## src/rtl/cpi_calculator.sv

```systemverilog
// Retired-instruction counter with halt-triggered CPI computation.
// Result is unsigned fixed point: cycles * 2^FRAC_W / instructions, truncated.
module cpi_calculator #(
    parameter int CNT_W  = 16,
    parameter int FRAC_W = 8
) (
    input  logic                    clk,
    input  logic                    reset,
    input  logic [CNT_W-1:0]        i_cycle_count,
    input  logic                    i_instr_retired,
    input  logic                    i_processor_hlt,
    output logic [CNT_W-1:0]        o_instr_count,
    output logic [CNT_W-1:0]        o_cycles_latched,
    output logic [CNT_W+FRAC_W-1:0] o_cpi,
    output logic                    o_busy,
    output logic                    o_done,
    output logic                    o_div_by_zero
);

    localparam int Q_W  = CNT_W + FRAC_W;
    localparam int IT_W = $clog2(Q_W + 1);

    typedef enum logic [1:0] {
        S_IDLE,
        S_LATCH,
        S_DIVIDE,
        S_DONE
    } state_t;

    state_t r_state;
    state_t w_next_state;

    logic [CNT_W-1:0] r_instr_count;
    logic [CNT_W-1:0] r_cycles_latched;
    logic [Q_W-1:0]   r_cpi;
    logic             r_div_by_zero;

    logic [Q_W-1:0]   r_quot;
    logic [CNT_W-1:0] r_rem;
    logic [CNT_W-1:0] r_divisor;
    logic [IT_W-1:0]  r_iter;

    logic [CNT_W:0]   w_rem_shift;
    logic [CNT_W-1:0] w_rem_sub;
    logic             w_fits;
    logic [Q_W-1:0]   w_quot_next;
    logic             w_last_iter;

    // Stored remainder is always below the divisor, so it needs only CNT_W bits;
    // the shifted partial remainder carries the extra bit for the compare.
    always_comb begin
        w_rem_shift = {r_rem, r_quot[Q_W-1]};
        w_fits      = (w_rem_shift >= {1'b0, r_divisor});
        w_rem_sub   = w_rem_shift[CNT_W-1:0] - r_divisor;
        w_quot_next = {r_quot[Q_W-2:0], w_fits};
        w_last_iter = (r_iter == IT_W'(Q_W - 1));
    end

    always_ff @(posedge clk or posedge reset) begin
        if (reset) begin
            r_state <= S_IDLE;
        end else begin
            r_state <= w_next_state;
        end
    end

    always_comb begin
        w_next_state = r_state;
        case (r_state)
            S_IDLE: begin
                if (i_processor_hlt) begin
                    w_next_state = S_LATCH;
                end
            end
            S_LATCH: begin
                if (r_instr_count == '0) begin
                    w_next_state = S_DONE;
                end else begin
                    w_next_state = S_DIVIDE;
                end
            end
            S_DIVIDE: begin
                if (w_last_iter) begin
                    w_next_state = S_DONE;
                end
            end
            S_DONE: begin
                w_next_state = S_DONE;
            end
            default: begin
                w_next_state = S_IDLE;
            end
        endcase
    end

    always_ff @(posedge clk or posedge reset) begin
        if (reset) begin
            r_instr_count    <= '0;
            r_cycles_latched <= '0;
            r_cpi            <= '0;
            r_div_by_zero    <= 1'b0;
            r_quot           <= '0;
            r_rem            <= '0;
            r_divisor        <= '0;
            r_iter           <= '0;
        end else begin
            case (r_state)
                S_IDLE: begin
                    if (i_instr_retired && (r_instr_count != '1)) begin
                        r_instr_count <= r_instr_count + 1'b1;
                    end
                end
                S_LATCH: begin
                    r_cycles_latched <= i_cycle_count;
                    if (r_instr_count == '0) begin
                        r_div_by_zero <= 1'b1;
                        r_cpi         <= '1;
                    end else begin
                        r_quot    <= {i_cycle_count, {FRAC_W{1'b0}}};
                        r_rem     <= '0;
                        r_divisor <= r_instr_count;
                        r_iter    <= '0;
                    end
                end
                S_DIVIDE: begin
                    r_rem  <= w_fits ? w_rem_sub : w_rem_shift[CNT_W-1:0];
                    r_quot <= w_quot_next;
                    r_iter <= r_iter + 1'b1;
                    if (w_last_iter) begin
                        r_cpi <= w_quot_next;
                    end
                end
                default: begin
                end
            endcase
        end
    end

    assign o_instr_count    = r_instr_count;
    assign o_cycles_latched = r_cycles_latched;
    assign o_cpi            = r_cpi;
    assign o_div_by_zero    = r_div_by_zero;
    assign o_busy           = (r_state == S_LATCH) || (r_state == S_DIVIDE);
    assign o_done           = (r_state == S_DONE);

endmodule

```

## config.mk

```make
export PLATFORM = sky130hd
export DESIGN_NAME = cpi_calculator
export DESIGN_NICKNAME = d
export VERILOG_FILES = /design/src/rtl/cpi_calculator.sv
export SDC_FILE = /design/constraint.sdc
export NUM_CORES = 1
export LEC_CHECK = 0
export ABC_AREA = 1
export CORE_UTILIZATION = 30
export DETAILED_ROUTE_END_ITERATION = 16
export GPL_TIMING_DRIVEN = 0
export PLACE_DENSITY = 0.59
export SLEW_MARGIN = 0
export SYNTH_ARGS = -nofsm -noshare
export SYNTH_HDL_FRONTEND = slang
export SYNTH_SLANG_ARGS = --single-unit
```

## constraint.sdc

```tcl
create_clock -name clk -period 3.4 [get_ports clk]
set_clock_uncertainty 0.1 [all_clocks]
set_input_delay 0.34 -clock clk [delete_from_list [all_inputs] [get_ports clk]]
set_output_delay 0.34 -clock clk [all_outputs]
set_load 0.05 [all_outputs]
```

==> summary.md <==
| Metric | Value |
|---|---|
| DRC Markers | `0` |
| RSZ-0062 raised after global routing | `no` |
| Post-CTS Hold Buffers | `0` |
| Yosys warnings | `0` |
| Ys async rst share | `1.00` |
| Clock power frac | `0.363` |
| Startpoint types | `flip-flop` |
| Endpoints failing setup | `0` |
| Unique masters post-synth | `43` |
| Worst-path fanout max | `10` |
| Total power | `4.68 mW` |
| Synth Net Count | `903` |
| Final hold vios | `0` |
| Routed len/inst | `about 14 µm` |
| Gr usage total | `0.159` |
| # nets final | `1003` |
| Fmax | `a little under 400 MHz` |
| EDFF count, synth | `0` |
| # diodes | `0` |
| Total core area | `21800 µm²` |
| Cells after Synth | `between 800 and 900` |
| #FFs+latches synth | `120` |
| Die Width | `around 150 µm` |
| WP data arrival | `2770 ps` |
| Most frequent cells in the layout | `323 x nand2_1, 120 x dfrtp_1, 102 x inv_1, 78 x clkdlybuf4s50_1, 38 x o21ai_0` |
| Post-DP HPWL | `12900 µm` |
| Final wirelength | `~17000 µm` |
| Ports | `79` |
| Post-CTS resize count | `0` |
| Outcome | `finished, final reports clean` |
| Setup Buffers After CTS | `0` |
| Endpoint class of the critical path | `flip-flop` |
| Min cycle time layout | `2520 ps` |
| FF-to-FF Start | `r_state[1]` |
| Clock Tree Root | `clkbuf_16` |
| Max_slew headroom | `0.544` |
| Worst vdd ir | `about 0.33 mV` |
| Slowest CP cell | `clkbuf_1` |
| CP bufs+invs | `4` |
| Starting DRC count in detailed routing | `about 370` |
| First-pass GRT wire length | `28000 µm` |
| Post-synthesis sequential area ratio | `0.453` |
| Clock transition time at the flip-flop clock pins of the worst setup and hold paths | `60 ps` |
| Avg Cell Area, Syn | `7.72 µm²` |
| GPL Wtd Cong | `0.868` |
| Vias | `5786` |
| Share of cells above drive strength 1 | `0.0957` |
| H-tree depth | `4` |
| Internal power | `around 3 mW` |
| Slowest stage delay, CP | `approximately 470 ps` |
| Synth-to-Final Area Change | `26.4%` |
| CTS tree | `built` |
| Clk sinks | `120` |
| Worst hold path type | `primary input to async pin` |
| P per Cell Area | `558 nW/µm²` |
| Gr ovfl total | `0` |
| Sw Pwr | `1.60 mW` |
| Final TNS setup | `0 ps` |
| Max-cap violation count | `0` |
| Leak Pwr | `4.27 nW` |
| Post-synthesis cell area | `6630 µm²` |
| Worst slew pin tran | `683 ps` |
| Die Ht | `between 150 and 200 µm` |
| CP required | `3650 ps` |
| Setup CP Type | `flip-flop to flip-flop` |
| Main synth FF type | `dfrtp_1` |
| Via density | `4.62` |
| Number of global-route vias before repair | `5532` |
| Effective utilization at floorplan | `0.305` |
| Most Frequent Cell on Critical Path | `nand2_1` |
| Sequential share of power | `0.371` |
| Worst Setup SP | `r_state[1]` |
| Switching share of power | `0.343` |
| Initial antenna violation count | `0` |
| Final Slew Violations | `0` |
| Rows | `54` |
| Cell Chain, Critical Path | `inv_1, ha_1, buf_2, clkinv_1, nand2_1, nand2_1, nand2_1, clkbuf_1, nand2_1, nand2_1` |
| Total iterations of the first detailed-routing run | `4` |
| Pin count of the biggest net entering global routing | `40` |
| CP delay by family, top | `buffers and inverters` |
| Clock Tree Buf Depth | `2` |
| Combinational share of power | `0.267` |
| Depth of the worst register-to-register path | `10` |
| Num CTS Buffers | `17` |
| Clk_lat worst skew | `420 ps` |
| Antenna viol nets, final | `0` |
| Final worst-path cycle share | `0.740` |
| Most common cell after layout, fill and taps aside | `nand2_1` |
| IO buf count | `78` |
| Critical path depth | `10` |
| Die area | `22700 µm²` |
[flip-flops by register name (all words and copies together) (netlist names)]
| signal | count |
|---|---|
| r_divisor | 16 |
| r_quot | 24 |
| r_rem | 16 |
| r_state | 2 |
| r_iter | 5 |
| o_cpi | 24 |
| o_cycles_latched | 16 |
| o_div_by_zero | 1 |
| o_instr_count | 16 |
[synthesized netlist by cell type, types with 2 or more instances]
master | count | area, µm²
inv_1 | 103 | 387
and2_1 | 2 | 12.5
buf_1 | 3 | 11.3
xor2_1 | 19 | 166
a21oi_1 | 12 | 60.1
nand3_1 | 35 | 175
ha_1 | 23 | 288
nand2_2 | 6 | 37.5
nor2_1 | 32 | 120
and3_1 | 2 | 12.5
o21ai_2 | 7 | 61.3
nor2_2 | 4 | 25.0
nand3_2 | 6 | 60.1
o211ai_1 | 16 | 120
o21ai_0 | 38 | 190
dfrtp_1 | 120 | 3000
nand3b_1 | 3 | 22.5
o22ai_1 | 9 | 56.3
nor4_1 | 2 | 12.5
clkbuf_1 | 11 | 41.3
o21ai_1 | 11 | 55.1
nor3_1 | 9 | 45.0
buf_2 | 10 | 50.1
nand4_1 | 20 | 125
inv_2 | 13 | 48.8
buf_4 | 2 | 15.0
nand2_1 | 323 | 1210
xnor2_1 | 3 | 26.3
[power by group through the flow]
stage | Combinational, mW | Clock (mW) | Sequential (mW)
floorplan | 0.759 | 0 | 1.90
global placement | 1.23 | 0 | 1.75
detailed placement | 1.25 | 0 | 1.75
CTS | 1.26 | 1.74 | 1.73
global route | 1.39 | 1.79 | 1.76
finish | 1.25 | 1.70 | 1.73
[final cells by class]
cell class	instances	area, µm²
sequential	120	3000
tap	280	350
multi-input combinational	593	3030
buffer	28	149
timing repair buffer	81	841
inverter	118	449
fill	2276	13400
clock inverter	14	124
clock buffer	18	429
[layer usage]
metal  vias up  global-route usage  part of all wire
met1      2707               0.215              0.48
met2       125               0.259              0.46
met4         0              0.0450             0.013
met3        19              0.0297             0.039
met5         -                   0                 0
li1       2935                   -                 -
[worst reg2reg max path, stage by stage (launching register included)]
cell and delay [ps]:
dfrtp_1 410, inv_1 90, ha_1 130, buf_2 250, clkinv_1 290, nand2_1 170
nand2_1 60, nand2_1 260, clkbuf_1 470, nand2_1 110, nand2_1 90
[kinds of logic after synthesis]
family / share of synthesized area
simple gates: 0.296
buf+inv: 0.0897
flops: 0.453
compound gates: 0.0853
fa+ha+maj: 0.0464
xor+xnor: 0.0291
[stage by stage]
step	hold slack [ps]	area [µm²]	cells	util	setup slack, ps
finish	250	8380	1252	0.385	883
global placement	353	7760	1217	0.357	248
detailed placement	349	7820	1220	0.360	854
global route	290	8380	1252	0.385	602
CTS	256	8380	1252	0.385	847
floorplan	353	6630	859	-	1290
[path summary, 6_finish.rpt]
check | slack [ps] | end
max | 880 | o_cpi[12]
min | 250 | o_cpi[9]
max reg2reg | 880 | o_cpi[12]
min reg2reg | 360 | o_div_by_zero
max in group asynchronous | 2140 | r_divisor[1]
min in group clk | 360 | o_div_by_zero
(Power assumes the default switching activity.)
